## config.mk

```make
export PLATFORM = sky130hd
export DESIGN_NAME = sched_ws_flat
export DESIGN_NICKNAME = d
export VERILOG_FILES = /design/src/rtl/sched_ws_if.sv /design/src/rtl/sched_ws.sv /design/src/flat_wrapper.sv
export SDC_FILE = /design/constraint.sdc
export NUM_CORES = 1
export LEC_CHECK = 0
export ABC_AREA = 1
export ABC_CLOCK_PERIOD_IN_PS = 1900
export CAP_MARGIN = 10
export CORE_MARGIN = 2
export CORE_UTILIZATION = 56
export DETAILED_ROUTE_END_ITERATION = 6
export PLACE_DENSITY = 0.85
export SLEW_MARGIN = 30
export SYNTH_ARGS = -nofsm -noshare
export SYNTH_HDL_FRONTEND = slang
export SYNTH_SLANG_ARGS = --single-unit
```

## constraint.sdc

```tcl
create_clock -name clk -period 1.9 [get_ports clk]
set_input_delay 0.285 -clock clk [delete_from_list [all_inputs] [get_ports clk]]
set_output_delay 0.285 -clock clk [all_outputs]
set_load 0.005 [all_outputs]
```

## src/rtl/sched_ws_if.sv

```systemverilog
// Control/status bundle between the phase sequencer and the CPU top.
// The bench (or CPU) drives through master; the sequencer uses slave.
interface sched_ws_if #(
   parameter int WS_WIDTH  = 4,
   parameter int CNT_WIDTH = 32
);
   logic                 run_en;
   logic                 step;
   logic [WS_WIDTH-1:0]  mem_ws;
   logic                 mem_ready;
   logic                 ldst;
   logic                 phf;
   logic                 phe;
   logic                 phm;
   logic                 phw;
   logic                 stall;
   logic                 halted;
   logic [2:0]           clk_stat;
   logic [CNT_WIDTH-1:0] inst_cnt;

   modport master (
      output run_en, step, mem_ws, mem_ready, ldst,
      input  phf, phe, phm, phw, stall, halted, clk_stat, inst_cnt
   );

   modport slave (
      input  run_en, step, mem_ws, mem_ready, ldst,
      output phf, phe, phm, phw, stall, halted, clk_stat, inst_cnt
   );
endinterface

```

## src/rtl/sched_ws.sv

```systemverilog
// Four-phase CPU sequencer (F,E,M,W) with memory wait states, ready handshake,
// run/halt/single-step control and a retired-instruction counter.
module sched_ws #(
   parameter int WS_WIDTH  = 4,
   parameter int CNT_WIDTH = 32
) (
   input  logic       clk,
   input  logic       reset,
   sched_ws_if.slave  bus
);

   typedef enum logic [2:0] {
      S_HALT = 3'b000,
      S_F    = 3'b001,
      S_E    = 3'b010,
      S_M    = 3'b011,
      S_W    = 3'b100
   } state_t;

   state_t               state;
   state_t               state_nxt;
   logic [WS_WIDTH-1:0]  wcnt;
   logic [CNT_WIDTH-1:0] cnt;
   logic                 step_q;
   logic                 step_pend;
   logic                 step_rise;
   logic                 wait_phase;
   logic                 mem_done;
   logic                 load_wcnt;

   assign step_rise  = bus.step & ~step_q;
   // Memory-using phases: every fetch, and a memory phase of a load/store.
   assign wait_phase = (state == S_F) || ((state == S_M) && bus.ldst);
   assign mem_done   = (wcnt == '0) && bus.mem_ready;
   assign bus.stall  = wait_phase && !mem_done;
   assign load_wcnt  = ((state_nxt == S_F) && (state != S_F)) ||
                       ((state_nxt == S_M) && (state != S_M) && bus.ldst);
   assign bus.inst_cnt = cnt;

   always_comb begin
      // NOTE: default first so no path through the case leaves state_nxt unassigned (no latch).
      state_nxt = state;
      unique case (state)
         S_HALT:  if (bus.run_en || step_rise) state_nxt = S_F;
         S_F:     if (mem_done) state_nxt = S_E;
         S_E:     state_nxt = S_M;
         S_M:     if (!bus.ldst || mem_done) state_nxt = S_W;
         S_W:     state_nxt = bus.run_en ? S_F : S_HALT;
         default: state_nxt = S_HALT;
      endcase
   end

   // Phase strobes are flops loaded from the next state, so they are glitch-free.
   always_ff @(posedge clk or negedge reset) begin
      if (!reset) begin
         // NOTE: non-blocking for all sequential state so every flop samples pre-edge values.
         state        <= S_HALT;
         bus.phf      <= 1'b0;
         bus.phe      <= 1'b0;
         bus.phm      <= 1'b0;
         bus.phw      <= 1'b0;
         bus.halted   <= 1'b1;
         bus.clk_stat <= 3'b000;
      end else begin
         state        <= state_nxt;
         bus.phf      <= (state_nxt == S_F);
         bus.phe      <= (state_nxt == S_E);
         bus.phm      <= (state_nxt == S_M);
         bus.phw      <= (state_nxt == S_W);
         bus.halted   <= (state_nxt == S_HALT);
         bus.clk_stat <= state_nxt;
      end
   end

   // mem_ws is captured only on phase entry; later changes wait for the next entry.
   always_ff @(posedge clk or negedge reset) begin
      if (!reset) begin
         wcnt <= '0;
      end else if (load_wcnt) begin
         wcnt <= bus.mem_ws;
      end else if (wait_phase && (wcnt != '0)) begin
         wcnt <= wcnt - WS_WIDTH'(1);
      end
   end

   always_ff @(posedge clk or negedge reset) begin
      if (!reset) begin
         step_q    <= 1'b0;
         step_pend <= 1'b0;
      end else begin
         step_q <= bus.step;
         if ((state == S_HALT) && step_rise) begin
            step_pend <= !bus.run_en;
         end else if ((state == S_W) && !bus.run_en && step_pend) begin
            step_pend <= 1'b0;
         end
      end
   end

   always_ff @(posedge clk or negedge reset) begin
      if (!reset) begin
         cnt <= '0;
      end else if (state == S_W) begin
         cnt <= cnt + CNT_WIDTH'(1);
      end
   end

   a_phase_onehot: assert property (@(posedge clk) disable iff (!reset)
      $onehot0({bus.phf, bus.phe, bus.phm, bus.phw}));

   a_halted_state: assert property (@(posedge clk) disable iff (!reset)
      bus.halted == (state == S_HALT));

   a_step_ends_halt: assert property (@(posedge clk) disable iff (!reset)
      ((state == S_W) && step_pend && !bus.run_en) |=> (state == S_HALT));

endmodule

```

## src/flat_wrapper.sv

```systemverilog
// flat-port wrapper written by rule: the top's interface ports become plain ports
module sched_ws_flat 
#(
   parameter int WS_WIDTH  = 4,
   parameter int CNT_WIDTH = 32
)
  (clk, reset, bus_run_en, bus_step, bus_mem_ws, bus_mem_ready, bus_ldst, bus_phf, bus_phe, bus_phm, bus_phw, bus_stall, bus_halted, bus_clk_stat, bus_inst_cnt);
  sched_ws_if #(.WS_WIDTH(WS_WIDTH), .CNT_WIDTH(CNT_WIDTH)) bus_i ();
  input  logic clk;
  input  logic reset;
  input wire logic [$bits(bus_i.run_en)-1:0] bus_run_en;
  input wire logic [$bits(bus_i.step)-1:0] bus_step;
  input wire logic [$bits(bus_i.mem_ws)-1:0] bus_mem_ws;
  input wire logic [$bits(bus_i.mem_ready)-1:0] bus_mem_ready;
  input wire logic [$bits(bus_i.ldst)-1:0] bus_ldst;
  output wire logic [$bits(bus_i.phf)-1:0] bus_phf;
  output wire logic [$bits(bus_i.phe)-1:0] bus_phe;
  output wire logic [$bits(bus_i.phm)-1:0] bus_phm;
  output wire logic [$bits(bus_i.phw)-1:0] bus_phw;
  output wire logic [$bits(bus_i.stall)-1:0] bus_stall;
  output wire logic [$bits(bus_i.halted)-1:0] bus_halted;
  output wire logic [$bits(bus_i.clk_stat)-1:0] bus_clk_stat;
  output wire logic [$bits(bus_i.inst_cnt)-1:0] bus_inst_cnt;
  assign bus_i.run_en = bus_run_en;
  assign bus_i.step = bus_step;
  assign bus_i.mem_ws = bus_mem_ws;
  assign bus_i.mem_ready = bus_mem_ready;
  assign bus_i.ldst = bus_ldst;
  assign bus_phf = bus_i.phf;
  assign bus_phe = bus_i.phe;
  assign bus_phm = bus_i.phm;
  assign bus_phw = bus_i.phw;
  assign bus_stall = bus_i.stall;
  assign bus_halted = bus_i.halted;
  assign bus_clk_stat = bus_i.clk_stat;
  assign bus_inst_cnt = bus_i.inst_cnt;
  sched_ws #(.WS_WIDTH(WS_WIDTH), .CNT_WIDTH(CNT_WIDTH)) u_core (.clk(clk), .reset(reset), .bus(bus_i));
endmodule
```

-- Word-level counts from Yosys, hierarchy flattened
Cells that the tools add are included.
- add/sub/neg operators: 2
- equality and inequality tests: 10
- mux-type cells: 7
- bitwise gates (word level): 2
- reduce and logical (&&, ||, !) cells: 18
- operators by type and width (operator ; count):
    adder 32 x 1 -> 32 bit (second input constant) ; 1
    case mux 3 bit (5 select lines) ; 1
    equality test 3 x 2 -> 1 bit (second input constant) ; 4
    two-way mux 3 bit ; 3
    two-way mux 4 bit ; 2
    logical AND 1 bit ; 7
    equality test 3 x 1 -> 1 bit (second input constant) ; 2
    equality test 3 bit (second input constant) ; 2
    zero test 3 bit ; 2
    zero test 4 bit ; 1
    logical OR 1 bit ; 4
    nonzero test 4 bit ; 1
    subtractor 4 x 1 -> 4 bit (second input constant) ; 1
    inequality test 3 x 1 -> 1 bit (second input constant) ; 1
    inequality test 3 x 2 -> 1 bit (second input constant) ; 1
    zero test 1 bit ; 2
    nonzero test 2 bit ; 1
    bitwise AND 1 bit ; 1
    two-way mux 1 bit ; 1
    inverter 1 bit ; 1
- flip-flop bits (word level): 45
- output and inout port bits: 41
- word-level logic and storage cells: 48

-- Depth between registers and ports, before layout
- word-level depth: 10
- mapped depth: 9
- gate-level depth less buffers: 9

-- Worst setup path after synthesis
Ideal clock, no wire load.
- kind: flip-flop to flip-flop
- from: register u_core.wcnt[0]
- to: register u_core.bus.phf
- setup time: 113 ps
- data arrival time: 1223 ps
- data required time: 1787 ps
- path slack: 564 ps
- stages on the path, launching flop included: 10
- buffers on the path: 0
- path through: dfrtp_1 inv_1 ha_1 nand4_1 nand2_1 nand2_1 nor2_1 inv_1 nand2_1 inv_1
- cells in the longest elaborated chain, start to end: 6
- elaborated cells between the ends (all ways): 7
- classes of those cells: 1 x eq/ne; 3 x mux; 3 x reduce/logical
- RTL lines (item ; RTL line ; RTL):
    from (decl) ; sched_ws.sv:22 ; logic [WS_WIDTH-1:0] wcnt;
    from (signal assigned) ; sched_ws.sv:80 ; wcnt <= bus.mem_ws;
    from (signal assigned) ; sched_ws.sv:82 ; wcnt <= wcnt - WS_WIDTH'(1);
    zero test 4 bit (*) ; sched_ws.sv:34 ; assign mem_done = (wcnt == '0) && bus.mem_ready;
    logical AND 1 bit (*) ; sched_ws.sv:34 ;
    logical OR 1 bit ; sched_ws.sv:47 ; S_M: if (!bus.ldst || mem_done) state_nxt = S_W;
    two-way mux 3 bit ; sched_ws.sv:47 ;
    case mux 3 bit (5 select lines) (*) ; sched_ws.sv:43 ; unique case (state)
    net u_core.state_nxt[0] ; sched_ws.sv:21 ; state_t state_nxt;
    equality test 3 x 1 -> 1 bit (*) ; sched_ws.sv:66 ; bus.phf <= (state_nxt == S_F);
    to (signal assigned) ; sched_ws.sv:66 ;
    to (decl) ; sched_ws_if.sv:28 ; output phf, phe, phm, phw, stall, halted, clk_stat, inst_cnt
The timed path passes the listed nets; every way through them passes the cells marked *.
A chain may end at the register's enable or synchronous reset.

-- Worst setup path in the final report
- from: register u_core.wcnt[1]
- to: output bus_stall
- cells in the longest elaborated chain, start to end: 4
- RTL lines (item ; RTL line ; RTL):
    zero test 4 bit ; sched_ws.sv:34 ;
    logical AND 1 bit ; sched_ws.sv:34 ;
    zero test 1 bit ; sched_ws.sv:35 ; assign bus.stall = wait_phase && !mem_done;
    logical AND 1 bit ; sched_ws.sv:35 ;
    to (decl) ; flat_wrapper.sv:20 ; output wire logic [$bits(bus_i.stall)-1:0] bus_stall;
No other way between the ends.

==> reports/qor.yml <==
timing:
  timing.final.crit_period_ns: 1.81
  number_of_pins_with_negative_max_slew_slack_in_the_final_report: 0
  setup_tns_ns: 0
  final-hold-violation-count: 0
  finalHoldWorstSlack_ns: 0.0604
  final_setup_vio_count: 0
  worstMarginPinSlew_ns: 0.570
  layout_worst_path_cycle_share_pct: 95.2
  post_route_worst_setup_slack_ns: 0.0921
  fin_worst_skew_ns: 0.00481
  maxClockFrequency_mhz: 553
  timing.slew.headroom_pct: 62.0
critical_path:
  cp_arrival_ns: 1.52
  worst_reg2reg_startpoint: "u_core.wcnt[1]"
  slowest_stage: "dfrtp_1"
  reg2reg_to: "u_core.bus.halted"
  critical_path_class: "reg -> out"
  reg2regPathDepth: 7
  critPathTopFamily: "flip-flops"
  critical_path_buf_inv_count: 2
  setup.reg_to_reg.worst_slack_ns: 0.29
  worst-endpoint-required_ns: 1.62
  critPathCaptureType: "output port"
  sort_of_element_at_the_start_of_the_critical_path: "flip-flop"
  critPathMaxFanout: 4
  cp_cell_sequence: "inv_2 -> ha_4 -> nand4_1 -> nand2_1 -> nand2_2 -> clkdlybuf4s15_1"
  cp_slowest_stage_delay_ns: 0.41
global_route:
  wire_length_of_the_first_global_routing_pass_mm: 10.6
  grt_max_degree: 46
  vias_in_the_first_global_route: 2406
  grt_overflow_total: 0
  gr-usage-all-layers_pct: 25.8
  initial_antenna_violation_count: 0
cts:
  number_of_h_tree_levels: 2
  clk_root_buffer_cell: "clkbuf_8"
  cts_buffers: 5
  number_of_clock_sinks: 45
  clockBufferDepth: 2
  worst_setup_hold_path_clk_slew_ns: 0.08
  clk_latency_ns: 0.30
  clock_tree_from_tritoncts: "done"
  holdBufCountCts: 0
synthesis:
  synthArstFlopShare_pct: 100
  synth-edff-count: 0
  post_synth_main_area_contributors: "dfrtp_1 (42%), nand2_1 (20%), inv_1 (6.0%), nor2_1 (5.8%), xor2_1 (4.0%)"
  synth_seq_cells: 45
  ys.warnings.count: 0
  post_synth_instance_area_sq_mm: 0.00264
  average_footprint_of_a_synthesized_cell_sq_um: 7.37
  synth_seq_area_share_pct: 42.7
  netlist_top_cells_count: "nand2_1 (141), dfrtp_1 (44), inv_1 (42)"
  synthDistinctLibCells: 29
  synth.top_cell.area_share_pct: 41.7
  synth_most_common_cell: "nand2_1"
  yosys.area.top_type: "dfrtp_1"
  netlist_instances: 358
  main_synth_ff_type: "dfrtp_1"
  mappedNetlistNets: 371
routing:
  antenna_left: 0
  drt-vias-per-instance: 5.10
  route.vias.total: 2439
  detail_route.wl_per_cell_um: 13.1
  drt-initial-drc-count: 199
  drt_wl_total_mm: 6.28
  detail_route.first_pass.iterations: 5
  remaining_drc_errors: 0
placement:
  port_buffers: 50
  gp_routability_congestion: 0.965
  numPlacedInstances: 466
  preCtsSetupSlack_ns: -0.0607
  hpwlAfterDp_mm: 4.72
job:
  drv_cap: 0
status:
  run_status: "finished, final reports clean"
finish:
  fillers: 329
  finish.net_count: 438
  num_antenna_cells: 0
  final_layout_size_suffix_gt1_share_pct: 13.1
  layout.cells.non_filler: 478
  syn_to_final_growth_pct: 28.7
floorplan:
  placementRows: 24
  die_width_um: 72.6
  die_h_um: 72.6
  fp.dieArea_sq_mm: 0.00528
  ios: 51
  core_area_sq_mm: 0.00444
  floorplan.initialDensity_pct: 59.4
worst_hold_path:
  hold_path.class: "in -> async"
pwr:
  vdd.ir_drop.worst_mv: 0.583
  static-leakage-power_nw: 1.62
  power_density_cells_mw_per_mm2: 865
  p_total_w: 0.00294
-- worst max path at each step --
| stage | end | slack, ns | from | cells past startpoint |
|---|---|---|---|---|
| after floorplan | u_core.bus.phf | 0.56 | u_core.wcnt[0] | 9 |
| after global placement | bus_stall | -0.02 | bus_ldst | 6 |
| after detailed placement | bus_stall | -0.06 | bus_ldst | 6 |
| after CTS | bus_stall | 0.03 | u_core.wcnt[0] | 6 |
| after global routing | bus_stall | -0.03 | u_core.wcnt[1] | 6 |
| final | bus_stall | 0.09 | u_core.wcnt[1] | 6 |
-- cell usage in the layout (no fill, tap or decap), types with 4 or more instances in the layout --
master	count
buf_4	12
clkbuf_8	7
clkdlybuf4s50_1	48
dfrtp_1	44
inv_1	40
nand2_1	140
nand2_2	8
nand3_1	20
nor2_1	41
nor2_2	10
nor2_4	4
nor3_1	4
xnor2_1	7
xor2_1	12
-- per-layer routing --
layer / track usage, % / wire length, um
met1: 33.2 / 2790
met2: 43.9 / 3070
met3: 3.59 / 305
met4: 10.3 / 113
met5: 0 / 0
-- flip-flops by register name, indices dropped and copies added (netlist names) --
register             count
u_core.bus.inst_cnt     32
u_core.wcnt              4
u_core.bus.clk_stat      3
u_core.bus.halted        1
u_core.bus.phe           1
u_core.bus.phf           1
u_core.bus.phm           1
u_core.bus.phw           1
u_core.step_q            1
-- stage by stage --
stage / utilization (%) / cell area, sq um
finish: 76.4 / 3400
global route: 76.4 / 3400
CTS: 75.6 / 3360
detailed placement: 73.1 / 3250
global placement: 73.1 / 3250
floorplan: - / 2640
-- power by group --
group	total (W)	switching (W)	internal (W)	leakage [nW]
combinational	0.00109	0.000568	0.000521	0.962
sequential	0.00120	0.000103	0.00110	0.606
clock	0.000647	0.000319	0.000329	0.0542
total	0.00294	0.000989	0.00195	1.62
-- layout make-up --
cell class | count | area (sq um) | area share (%)
multi-input combinational | 269 | 1360 | 40.0
sequential | 45 | 1130 | 33.2
timing repair buffer | 62 | 586 | 17.2
inverter | 42 | 158 | 4.64
clock buffer | 7 | 96.3 | 2.84
tap | 52 | 65.1 | 1.92
clock inverter | 1 | 5.00 | 0.147
-- what timing repair did --
item	CTS	global route
pin swaps	2	1
gates resized for setup	4	3
setup buffers	1	3
setup endpoints to repair	1	1
-- cell families (layout without fill, tap and decap cells) --
| group | Yosys count | after routing | share of synthesized area [%] |
|---|---|---|---|
| AO/OA/AOI/OAI | 7 | 7 | 1.94 |
| XOR/XNOR | 20 | 20 | 6.92 |
| flip-flops | 45 | 45 | 42.7 |
| adder cells (fa/ha/maj) | 3 | 3 | 1.42 |
| AND/OR/NAND/NOR | 239 | 239 | 40.7 |
| buffers and inverters | 44 | 112 | 6.31 |
No activity file was read; power rests on OpenSTA's default activity.
